`config.mk`:
```
export PLATFORM = sky130hd
export DESIGN_NAME = int_ctrl
export DESIGN_NICKNAME = d
export VERILOG_FILES = /design/src/rtl/int_ctrl.sv
export SDC_FILE = /design/constraint.sdc
export NUM_CORES = 1
export LEC_CHECK = 0
export ABC_AREA = 1
export BUFFER_PORTS_ARGS = -buffer_cell sky130_fd_sc_hd__buf_4
export CORE_MARGIN = 2
export CORE_UTILIZATION = 28
export DETAILED_ROUTE_END_ITERATION = 6
export GPL_ROUTABILITY_DRIVEN = 0
export PLACE_DENSITY_LB_ADDON = 0.1
export SYNTH_ARGS = -nofsm -noshare
export SYNTH_HDL_FRONTEND = slang
export SYNTH_SLANG_ARGS = --single-unit
```
`constraint.sdc`:
```
create_clock -name clock -period 5.7 [get_ports clock]
set_input_delay 1.14 -clock clock [delete_from_list [all_inputs] [get_ports clock]]
set_output_delay 1.14 -clock clock [all_outputs]
set_load 0.01 [all_outputs]
```
`src/rtl/int_ctrl.sv`:
```
// Fixed-priority interrupt controller: edge-captured pending bits, mask/enable, vectored request.
// Optional input synchronizer enabled by defining INT_CTRL_SYNC_EN.
module int_ctrl #(
    parameter int unsigned N_SRC          = 4,
    parameter logic [7:0]  RESET_VEC_BASE = 8'hF0
) (
    input  logic             clock,
    input  logic             reset,
    input  logic [N_SRC-1:0] irq_src,
    input  logic             reg_w_en,
    input  logic [1:0]       reg_addr,
    input  logic [7:0]       reg_w_data,
    output logic [7:0]       reg_r_data,
    input  logic             int_done,
    output logic             int_req,
    output logic [7:0]       int_en,
    output logic [7:0]       int_vec
);

    typedef enum logic [1:0] {StIdle, StReq, StService} state_e;

    localparam logic [7:0] CtrlMask = 8'(((32'd1 << N_SRC) - 32'd1) << 4) | 8'h01;

    state_e             state_q, state_d;
    logic [7:0]         ctrl_q, ctrl_d;
    logic [7:0]         vbase_q, vbase_d;
    logic [N_SRC-1:0]   pend_q, pend_d;
    logic [N_SRC-1:0]   prev_q, prev_d;
    logic [N_SRC-1:0]   edge_q, edge_d;
    logic               in_svc_q, in_svc_d;
    logic [1:0]         act_id_q, act_id_d;
    logic               req_q, req_d;
    logic [7:0]         vec_q, vec_d;
    logic [N_SRC-1:0]   irq_in;
    logic [N_SRC-1:0]   elig;
    logic [1:0]         win_id;

`ifdef INT_CTRL_SYNC_EN
    logic [N_SRC-1:0] sync1_q, sync2_q;

    always_ff @(posedge clock or negedge reset) begin
        if (!reset) begin
            sync1_q <= '0;
            sync2_q <= '0;
        end else begin
            sync1_q <= irq_src;
            sync2_q <= sync1_q;
        end
    end

    assign irq_in = sync2_q;
`else
    assign irq_in = irq_src;
`endif

    always_comb begin
        state_d  = state_q;
        ctrl_d   = ctrl_q;
        vbase_d  = vbase_q;
        pend_d   = pend_q;
        in_svc_d = in_svc_q;
        act_id_d = act_id_q;
        req_d    = 1'b0;
        vec_d    = 8'h00;
        prev_d   = irq_in;
        edge_d   = irq_in & ~prev_q;

        elig   = pend_q & ctrl_q[4 +: N_SRC];
        win_id = 2'd0;
        for (int i = N_SRC - 1; i >= 0; i--) begin
            if (elig[i]) win_id = 2'(i);
        end

        if (reg_w_en) begin
            case (reg_addr)
                2'd0:    ctrl_d  = reg_w_data & CtrlMask;
                2'd1:    pend_d  = pend_q & ~reg_w_data[N_SRC-1:0];
                2'd2:    vbase_d = reg_w_data;
                default: ;
            endcase
        end

        case (state_q)
            StIdle: begin
                if (ctrl_q[0] && (|elig)) begin
                    state_d  = StReq;
                    in_svc_d = 1'b1;
                    act_id_d = win_id;
                    req_d    = 1'b1;
                    vec_d    = vbase_q + {4'd0, win_id, 2'b00};
                end
            end
            StReq: begin
                state_d = StService;
                for (int i = 0; i < N_SRC; i++) begin
                    if (act_id_q == 2'(i)) pend_d[i] = 1'b0;
                end
            end
            StService: begin
                if (int_done) begin
                    state_d  = StIdle;
                    in_svc_d = 1'b0;
                    act_id_d = 2'd0;
                end
            end
            default: state_d = StIdle;
        endcase

        // Applied last so a fresh edge beats both write-1-clear and service clear.
        pend_d = pend_d | edge_q;
    end

    always_ff @(posedge clock or negedge reset) begin
        if (!reset) begin
            state_q  <= StIdle;
            ctrl_q   <= 8'h00;
            vbase_q  <= RESET_VEC_BASE;
            pend_q   <= '0;
            prev_q   <= '0;
            edge_q   <= '0;
            in_svc_q <= 1'b0;
            act_id_q <= 2'd0;
            req_q    <= 1'b0;
            vec_q    <= 8'h00;
        end else begin
            state_q  <= state_d;
            ctrl_q   <= ctrl_d;
            vbase_q  <= vbase_d;
            pend_q   <= pend_d;
            prev_q   <= prev_d;
            edge_q   <= edge_d;
            in_svc_q <= in_svc_d;
            act_id_q <= act_id_d;
            req_q    <= req_d;
            vec_q    <= vec_d;
        end
    end

    always_comb begin
        reg_r_data = 8'h00;
        case (reg_addr)
            2'd0:    reg_r_data = ctrl_q;
            2'd1:    reg_r_data[N_SRC-1:0] = pend_q;
            2'd2:    reg_r_data = vbase_q;
            default: reg_r_data = {in_svc_q, 5'd0, act_id_q};
        endcase
    end

    assign int_req = req_q;
    assign int_vec = vec_q;
    assign int_en  = ctrl_q;

endmodule

```
Yosys cells after proc, flatten, opt, wreduce, memory -nomap -nowiden
Index checks and enable logic that the tools add are counted.
{"block": "word_totals", "register_bits": 39, "latch_bits": 0, "ramBits": 0, "mem_bits_ro": 0, "out_inout_bits": 25, "mem_count": 0}
{"block": "classes", "add_sub_neg": 1, "mul": 0, "div": 0, "n_lt_le_gt_ge": 0, "eq_ne": 9, "shifts": 0, "mux": 25, "n_bitwise": 6, "reduce_logical": 10}
{"operator": "one-hot mux 4 bit (3 select lines)", "count": 2}
{"operator": "two-way mux 8 bit", "count": 2}
{"operator": "two-way mux 2 bit", "count": 7}
{"operator": "AND 4 bit", "count": 3}
{"operator": "two-way mux 4 bit", "count": 3}
{"operator": "adder 8 x 4 -> 8 bit", "count": 1}
{"operator": "== test 2 bit, second input constant", "count": 4}
{"operator": "two-way mux 1 bit", "count": 8}
{"operator": "inverter 4 bit", "count": 2}
{"operator": "== test 2 x 1 -> 1 bit, second input constant", "count": 3}
{"operator": "zero test 2 bit", "count": 3}
{"operator": "one-hot mux 2 bit (3 select lines)", "count": 1}
{"operator": "AND reduction 2 bit", "count": 3}
{"operator": "inequality test 2 bit, second input constant", "count": 2}
{"operator": "bitwise OR 4 bit", "count": 1}
{"operator": "one-hot mux 2 bit (2 select lines)", "count": 1}
{"operator": "OR reduction 4 bit", "count": 1}
{"operator": "AND reduction 3 bit", "count": 1}
{"operator": "one-hot mux 1 bit (2 select lines)", "count": 1}
{"operator": "nonzero test 2 bit", "count": 1}
{"operator": "logical AND 1 bit", "count": 1}

Longest topological paths before layout
{"block": "logic_depth", "depth_word": 8, "ltp_mapped": 11}

Least setup slack after synthesis
Ideal clock, no wire load.
{"block": "synth_path", "kind": "input -> output", "startpoint": "input reg_addr[0]", "endpoint": "output reg_r_data[3]", "arrival_time_ns": 1.695, "slack_ns": 2.865, "stages": 4, "n_path_buf": 1, "path_cell_list": "buf_4 > inv_2 > nand2_4 > o21ai_0"}
{"block": "synth_via", "elab_chain_cells": 2, "word_cells_on_any_way": 4, "cone_classes": "2 x eq/ne; 1 x mux; 1 x reduce/logical"}
{"element": "from (decl)", "line": "11", "rtl": "input logic [1:0] reg_addr,"}
{"element": "== test 2 bit, or another cell as far along", "line": "141", "rtl": "case (reg_addr)"}
{"element": "one-hot mux 4 bit (3 select lines) *", "line": "141"}
{"element": "to (decl)", "line": "13", "rtl": "output logic [7:0] reg_r_data,"}
Mark *: on every way between the ends. The rest lies on a longest branch, timed or not.

Worst setup path after layout
{"block": "layout_path", "startpoint": "input reg_addr[0]", "endpoint": "output reg_r_data[6]"}
The elaborated chain is that of the path after synthesis.

==> metrics.yaml <==
global_routing:
  grt_pass1_vias: 1433
  antenna_found_initial: 0
  grt_pass1_wl_um: 7130
  gr-total-overflow: 0
  track_usage_pct: 13.0
  grt_max_degree: 40
finish:
  fin_util_pct: 35.7
  final-seq-area_um2: 981
  multi_input_area_um2: 677
  final_layout_size_suffix_gt1_share_pct: 26.5
  diodes: 0
  fillCellCount: 693
  area_delta_synth_final_pct: 24.3
  nets: 269
  instances_no_fill: 326
synthesis:
  synth-seq-cells: 39
  synth-simple-area-share_pct: 24.7
  synth_mux_area_share_pct: 0
  avgSynthCellArea_um2: 8.83
  synth-edff-count: 0
  yosysUniqueCellTypes: 30
  synth-compound-area-share_pct: 9.05
  synth_top_family_by_area: "simple AND/OR/NAND/NOR gates"
  dominantRegCellSynth: "dfrtp_1"
  yosys-top-cells-area: "dfrtp_1 48%, nand2_1 11%, inv_1 6.0%"
  yosysWarnings: 0
  synthAdderAreaFrac_pct: 2.49
  netlist_instances: 205
  post_synth_xor_area_fraction_pct: 0.484
  synth.yosys.seq_area_share_pct: 54.2
  yosys.area.top_type_share_pct: 48.4
  synth_top_area_cell: "dfrtp_1"
  netlist_area_um2: 1810
  async_flop_share_pct: 100
clock_network:
  cts_buffer_depth: 2
  cts_tree: "built"
  post_cts_buffers: 0
  ctsHoldBuffers: 0
  numCtsBuffers: 5
  ctsResizeCount: 0
  numClockSinks: 39
  h-tree-depth: 2
  path_clk_slew_ns: 0.08
  cts_root_buffer: "clkbuf_8"
  clk-insertion-delay-late_ns: 0.29
setup_path:
  critPathLaunchType: "input port"
  crit_fanout: 8
  arrival_ns: 1.83
  timing.reg2reg.setup_slack_ns: 3.60
  crit_required_ns: 4.56
  endpoint_kind: "primary output"
  crit_type: "in2out"
timing:
  rsz0062_at_grt: "no"
  min_period_over_period_pct: 52.0
  final-max-slew-violation-count: 0
  finalSetupTns_ns: 0
  skew_ns: 0.00767
  setup_viol: 0
  max_freq_mhz: 337
  finalHoldViolCount: 0
  setup_slack_ns: 2.73
  final.min_clock_period_ns: 2.97
routing:
  ant_nets: 0
  wirelength_um: 4180
  vias: 1396
  drt-pass1-iter-count: 6
  viasPerCell: 4.28
  drcViolationCount: 0
  drt_iter0_drc: 68
  wl_per_cell_um: 12.8
power:
  powerDensity_nw_per_um2: 346
  vdd_drop_max_v: 0.000103
  power_leakage_nw: 1.17
  power_uw: 779
status:
  status: "completed"
place:
  pre_cts_ws_ns: 2.71
  place_inst: 318
  hpwl_um: 3220
  port_buffers: 39
floorplanning:
  core_area_um2: 6310
  ios: 43
  rows: 29
  die_w_um: 84.4
  die_height_um: 84.4
  dieArea_um2: 7130
  start_util_pct: 28.7
min_path:
  hp-class: "reg2reg"
flow_run:
  drv_cap: 0
synthesized netlist by cell type (2+ instances only):
cell type  number
nand2_1        53
dfrtp_1        35
inv_1          29
nand3_1        21
nor2_1         18
o21ai_0         8
o21ai_2         6
buf_4           4
dfstp_2         4
a21oi_1         3
nand2_2         3
ha_1            2
nand2_4         2
critical path, stage by stage:
cell	delay, ns
buf_4	0.14
inv_2	0.05
nand2_4	0.10
inv_4	0.06
a22o_1	0.19
buf_4	0.14
metrics by stage:
step           area, um2  hold slack, ns
2_1_floorplan       1820           0.376
3_3_place_gp        2170           0.381
3_5_place_dp        2170           0.387
4_1_cts             2250           0.398
5_1_grt             2250           0.412
6_report            2250           0.395
logic make-up (layout without fill, tap and decap cells):
logic type	count (synthesis)	count (layout)
simple gates	101	101
flops	39	39
buf+inv	36	78
compound gates	24	24
fa+ha+maj	3	3
other cells	1	3
xor+xnor	1	1
report_power, final:
group | switching (mW) | internal, mW
Combinational | 0.125 | 0.0939
Sequential | 0.0448 | 0.332
Clock | 0.0977 | 0.0855
layout make-up:
cell class | instances | share of cell area (%)
well taps | 77 | 4.28
inverters | 31 | 5.28
flip-flops and latches | 39 | 43.6
multi-input cells | 132 | 30.1
clock inverters | 2 | 0.556
repair buffers | 39 | 13.0
clock buffers | 6 | 3.22
flip-flops by register name, indices dropped and copies added, names as in the netlist:
signal and count:
act_id_q 2, edge_q 4, in_svc_q 1, int_en 5, int_req 1, int_vec 8
pend_q 4, prev_q 4, state_q 2, vbase_q 8
layout by cell type, fill, tap and decap left out, drive strengths merged, types with 2 or more instances in the layout:
cell | netlist | layout
a21oi | 3 | 3
nand3 | 21 | 21
inv | 31 | 31
ha | 2 | 2
nor2 | 20 | 20
clkbuf | 0 | 6
dfstp | 4 | 4
conb | 1 | 3
buf | 5 | 39
nand2 | 58 | 58
o21ai | 14 | 14
dfrtp | 35 | 35
per-layer routing:
layer | wire, um | vias up | track usage (%) | part of all wire [%]
met3 | 201 | 2 | 3.64 | 4.8
met4 | 35 | 0 | 4.33 | 0.84
li1 | - | 720 | - | -
met1 | 1940 | 639 | 16.8 | 46
met2 | 2010 | 35 | 21.1 | 48
met5 | 0 | - | 0 | 0
worst paths after layout:
check / startpoint / end / cells past startpoint
setup / recovery: reg_addr[0] / reg_r_data[6] / 6
hold / removal: prev_q[0] / edge_q[0] / 1
setup reg to reg: int_en[6] / int_vec[6] / 11
hold reg to reg: prev_q[0] / edge_q[0] / 1
max in group asynchronous: reset / vbase_q[4] / 1
min in group asynchronous: reset / int_vec[1] / 1
Power figures use the tool's default switching activity.
